===== src/rtl/cfu_op_sequencer.sv =====
// Single-command CFU sequencer: XOR, XOR-accumulate, accumulator read/clear and a
// multi-cycle popcount of A^B, with a valid/ready command and response channel.
module cfu_op_sequencer #(
    parameter int POP_BITS_PER_CYCLE = 4
) (
    input  logic        clk,
    input  logic        reset,
    input  logic        cmd_valid,
    output logic        cmd_ready,
    input  logic [9:0]  cmd_payload_function_id,
    input  logic [31:0] cmd_payload_inputs_0,
    input  logic [31:0] cmd_payload_inputs_1,
    output logic        rsp_valid,
    input  logic        rsp_ready,
    output logic [31:0] rsp_payload_outputs_0,
    output logic [1:0]  dbg_state
);

    // Handshakes: a transfer happens on a rising clk edge where valid & ready are both
    // high; the receiving side samples the payload only on that edge.
    localparam int NUM_CHUNKS = 32 / POP_BITS_PER_CYCLE;
    localparam int CNT_W      = 6;
    localparam logic [CNT_W-1:0] LAST_CHUNK = CNT_W'(NUM_CHUNKS - 1);

    typedef enum logic [1:0] {
        ST_IDLE = 2'd0,
        ST_BUSY = 2'd1,
        ST_RESP = 2'd2
    } state_t;

    state_t           r_state;
    state_t           w_state_nxt;
    logic             r_live;
    logic [31:0]      r_op_a;
    logic [31:0]      r_op_b;
    logic [31:0]      r_acc;
    logic [31:0]      r_result;
    logic [CNT_W-1:0] r_cnt;
    logic [5:0]       r_pop;

    logic             w_accept;
    logic [2:0]       w_opcode;
    logic             w_unused_fid;
    logic [31:0]      w_xor;
    logic [31:0]      w_chunk;
    logic [5:0]       w_chunk_ones;
    logic [5:0]       w_pop_sum;
    logic             w_last_chunk;

    // r_live keeps cmd_ready low until the first clk edge after reset is released.
    assign cmd_ready    = (r_state == ST_IDLE) && r_live;
    assign rsp_valid    = (r_state == ST_RESP);
    assign rsp_payload_outputs_0 = rsp_valid ? r_result : 32'd0;
    assign dbg_state    = r_state;

    assign w_accept     = cmd_valid && cmd_ready;
    assign w_opcode     = cmd_payload_function_id[2:0];
    assign w_unused_fid = &cmd_payload_function_id[9:3];
    assign w_xor        = r_op_a ^ r_op_b;
    assign w_chunk      = w_xor >> (32'(r_cnt) * POP_BITS_PER_CYCLE);
    assign w_pop_sum    = r_pop + w_chunk_ones;
    assign w_last_chunk = (r_cnt == LAST_CHUNK);

    always_comb begin
        w_chunk_ones = 6'd0;
        for (int i = 0; i < POP_BITS_PER_CYCLE; i++) begin
            w_chunk_ones = w_chunk_ones + 6'(w_chunk[i]);
        end
    end

    always_comb begin
        w_state_nxt = r_state;
        case (r_state)
            ST_IDLE: if (w_accept) w_state_nxt = (w_opcode == 3'd4) ? ST_BUSY : ST_RESP;
            ST_BUSY: if (w_last_chunk) w_state_nxt = ST_RESP;
            ST_RESP: if (rsp_ready) w_state_nxt = ST_IDLE;
            default: w_state_nxt = ST_IDLE;
        endcase
    end

    always_ff @(posedge clk or posedge reset) begin
        if (reset) begin
            r_state  <= ST_IDLE;
            r_live   <= 1'b0;
            r_op_a   <= 32'd0;
            r_op_b   <= 32'd0;
            r_acc    <= 32'd0;
            r_result <= 32'd0;
            r_cnt    <= '0;
            r_pop    <= 6'd0;
        end else begin
            r_state <= w_state_nxt;
            r_live  <= 1'b1;
            if (w_accept) begin
                r_op_a <= cmd_payload_inputs_0;
                r_op_b <= cmd_payload_inputs_1;
                r_cnt  <= '0;
                r_pop  <= 6'd0;
                case (w_opcode)
                    3'd0: r_result <= cmd_payload_inputs_0 ^ cmd_payload_inputs_1;
                    3'd1: begin
                        r_acc    <= r_acc ^ cmd_payload_inputs_0 ^ cmd_payload_inputs_1;
                        r_result <= r_acc ^ cmd_payload_inputs_0 ^ cmd_payload_inputs_1;
                    end
                    3'd2: r_result <= r_acc;
                    3'd3: begin
                        r_acc    <= 32'd0;
                        r_result <= r_acc;
                    end
                    default: r_result <= 32'd0;
                endcase
            end else if (r_state == ST_BUSY) begin
                // Chunks are consumed LSB first; the final sum lands in r_result on exit.
                r_pop <= w_pop_sum;
                if (w_last_chunk) begin
                    r_cnt    <= '0;
                    r_result <= {26'd0, w_pop_sum};
                end else begin
                    r_cnt <= r_cnt + 1'b1;
                end
            end
        end
    end

endmodule


===== config.mk =====
export PLATFORM = sky130hd
export DESIGN_NAME = cfu_op_sequencer
export DESIGN_NICKNAME = d
export VERILOG_FILES = /design/src/rtl/cfu_op_sequencer.sv
export SDC_FILE = /design/constraint.sdc
export NUM_CORES = 1
export LEC_CHECK = 0
export ABC_CLOCK_PERIOD_IN_PS = 9110
export BUFFER_PORTS_ARGS = -buffer_cell sky130_fd_sc_hd__buf_2
export CAP_MARGIN = 15
export CORE_MARGIN = 1.5
export CORE_UTILIZATION = 30
export CTS_BUF_LIST = sky130_fd_sc_hd__clkbuf_8
export DETAILED_ROUTE_END_ITERATION = 7
export PLACE_DENSITY_LB_ADDON = 0.15
export SLEW_MARGIN = 20
export SYNTH_ARGS = -nofsm -noshare
export SYNTH_HDL_FRONTEND = slang
export SYNTH_SLANG_ARGS = --single-unit
export TNS_END_PERCENT = 1

===== constraint.sdc =====
create_clock -name clk -period 9.11 [get_ports clk]
set_input_delay 0.911 -clock clk [delete_from_list [all_inputs] [get_ports clk]]
set_output_delay 0.911 -clock clk [all_outputs]
set_load 0.01 [all_outputs]

==> results by group <==
Run status
  • Status: complete, no violations

GRT
  • Largest net degree at the start of global routing: 96
  • Initial antenna violation count: 0
  • Gr ovfl total: 0
  • GRT Overall Usage: between 10% and 20%
  • First-pass GRT wire length: approximately 35000 um
  • Vias in the first global route: roughly 6000

CTS
  • Post-CTS resize count: 0
  • Root Buffer: clkbuf_8
  • CTS tree: done
  • H-tree level count: 4
  • CTS Hold Buffers Added: 0
  • Clock Latency Late Sink: ~450 ps
  • Worst-path clk slew: about 80 ps
  • CTS max path bufs: 2
  • TritonCTS Buffers: 17
  • Post-CTS setup buffers: 0
  • Clk sink count: approximately 140

STA
  • Final Slew Violations: 0
  • Hold WS: 475 ps
  • Clock skew: about 22 ps
  • Max_slew headroom: 38.5%
  • Highest clock rate: 0.257 GHz
  • TNS Setup: 0 ps
  • Worst Tran Pin Value: 922 ps
  • RSZ-0062 raised after global routing: no
  • Fin crit period: 3890 ps
  • Period utilization: a little over two fifths
  • Final hold viol count: 0
  • Final setup violation count: 0

Worst hold path
  • Hold depth: 2
  • HP Class: register to register
  • Min-delay src: r_result[21]
  • Hold EP: r_result[21]

Cells and area
  • Nets: about 1000
  • N_diodes: 0
  • Area growth from synthesis to layout: 16.9%
  • Layout cells sized above 1: between 15 and 20%

Synth
  • Sequential area share after synthesis: approximately 45%
  • Cells after synthesis: around 870
  • Most area-hungry cell type in the Yosys netlist: dfrtp_1
  • Yosys top cell area share: approximately 45%
  • Largest cells by area after synthesis: dfrtp_1 45%, nand2_1 11%, xnor2_1 7.3%
  • Post-synth EDFFs: 0
  • Flops & latches, synth: roughly 140
  • Fraction of registers with async set/reset: 100%
  • Library cells used by synthesis: 49
  • Main synth FF type: dfrtp_1
  • Most numerous cell in the Yosys netlist: nand2_1
  • Synthesized area: roughly 8000 um^2
  • Ys Warns: 0
  • Avg Inst Size Synth: approximately 9 um^2
  • Post-Syn Nets: between 900 and 1000
  • Commonest cells in the netlist: 235 x nand2_1, 143 x dfrtp_1, 66 x xnor2_1

Floorplanning
  • Starting Density: a little under a third
  • Die W: 166 um
  • # rows: 59
  • DIE HEIGHT: approximately 170 um
  • Die area: ~27000 um^2
  • Number of primary I/O pins: around 110
  • Core area: roughly 26000 um^2

Placement
  • Port Buffers: about 110
  • DP HPWL: 13700 um
  • GP Congestion: roughly 0.73

Setup path
  • CP max FO: 11
  • Crit. End Element: register
  • CP Cell Sequence: mux4_2 -> o22ai_1 -> fa_1 -> ha_1 -> ha_1 -> ha_1 -> a211oi_1 -> nor3_1 -> xor2_1 -> a221o_1
  • Worst Path Required: 9440 ps
  • Top delay family on crit path: adder cells
  • FF-to-FF path depth: 10
  • Worst reg2reg path endpoint: r_result[5]
  • Slowest cell on crit path: dfrtp_1
  • Critical path class: register to register
  • Worst setup SP type: register
  • Most used cell, CP: ha_1
  • Flop2flop setup slack: between 5000 and 6000 ps
  • Critical path arrival: ~4200 ps
  • Worst Path Buf+Inv: 0
  • Crit. path cell count: 10
  • FF-to-FF Start: r_cnt[0]
  • Max incr delay on CP: roughly 710 ps

Detailed routing
  • Post-route DRC violation count: 0
  • Vias/cell: roughly 4.8
  • DR iter-0 viols: between 300 and 400
  • Routed WL per cell: around 16 um
  • Antenna Nets Post-Route: 0
  • WL final: 21100 um
  • Detailed Routing Iterations Pass 1: 5
  • Total number of vias: 6228

Power
  • Lkg Pwr: around 4.4 nW
  • VDD IR max: roughly 0.00009 V
  • Pwr dens: about 250 nW/um^2

Flow run
  • # Max-Cap Violations: 0
## area by class of cell
type,count,area (um^2)
clock buffer,17,234
clock inverter,15,258
fill,2756,16700
inverter,7,31.3
multi-input combinational,671,4150
sequential,143,3580
tap,335,419
timing repair buffer,115,598
## how the worst max path moves through the flow
stage                        start            to
final                     r_cnt[0]   r_result[5]
after global routing      r_cnt[0]   r_result[5]
after CTS                 r_cnt[0]   r_result[5]
after detailed placement  r_cnt[0]   r_result[5]
after global placement    r_cnt[0]   r_result[5]
after floorplan              reset  dbg_state[0]
## logic make-up (layout without fill, tap and decap cells)
kind of cell	count (synthesis)	in the layout	share of synthesized area, %
buf+inv	60	154	3.01
simple gates	337	337	17.9
compound gates	187	187	15.4
flops	143	143	45.1
fa+ha+maj	8	8	1.45
other cells	1	1	0.0473
xor+xnor	102	102	11.3
mux	36	36	5.82
## layer usage
layer / GRT usage, % / vias to the layer above / wire length (um)
met5: 0 / - / 0
met4: 3.29 / 0 / 180
met3: 3.11 / 13 / 705
met2: 24.7 / 126 / 9450
met1: 22.9 / 2964 / 10800
li1: - / 3125 / -
## per-stage QoR
| step | power [mW] | area [um^2] | setup slack, ps | cells | utilization [%] |
|---|---|---|---|---|---|
| 6_report | 2.30 | 9270 | 5220 | 1303 | 35.7 |
| 5_1_grt | 2.49 | 9270 | 4900 | 1303 | 35.7 |
| 4_1_cts | 2.33 | 9270 | 5160 | 1303 | 35.7 |
| 3_5_place_dp | 1.69 | 8780 | 5160 | 1271 | 33.8 |
| 3_3_place_gp | 1.68 | 8780 | 5170 | 1271 | 33.8 |
| 2_1_floorplan | 1.47 | 7930 | 4360 | 874 | - |
## power by group
part           internal (mW)  switching [mW]
clock                  0.359           0.275
sequential             0.803           0.145
combinational          0.344           0.375
## tightest hold or removal path, delay by kind of cell, from the launching register on
family / cells / cell delay [ps]
AO/OA/AOI/OAI: 1 / 60
flip-flops: 1 / 340
AND/OR/NAND/NOR: 1 / 40
## layout by cell type (no fill, tap or decap), drive strengths merged, types with 3 or more instances in the layout
cell,count
a211o,3
a211oi,3
a21o,27
a21oi,12
a22oi,27
a31oi,3
and2,34
buf,115
bufinv,6
clkbuf,17
clkinv,6
dfrtp,143
ha,6
inv,10
mux2i,27
mux4,8
nand2,235
nand2b,3
nand3,6
nor2,40
nor2b,3
nor3,6
o21ai,65
o22ai,5
o31ai,31
xnor2,66
xor2,36
## sequential cells by signal, indices dropped and copies added (netlist names)
| signal | count |
|---|---|
| r_acc | 32 |
| r_op_a | 32 |
| r_op_b | 32 |
| r_result | 32 |
| r_cnt | 6 |
| r_pop | 6 |
| dbg_state | 2 |
| r_live | 1 |
Note: power is estimated with default switching activity, not from simulation.
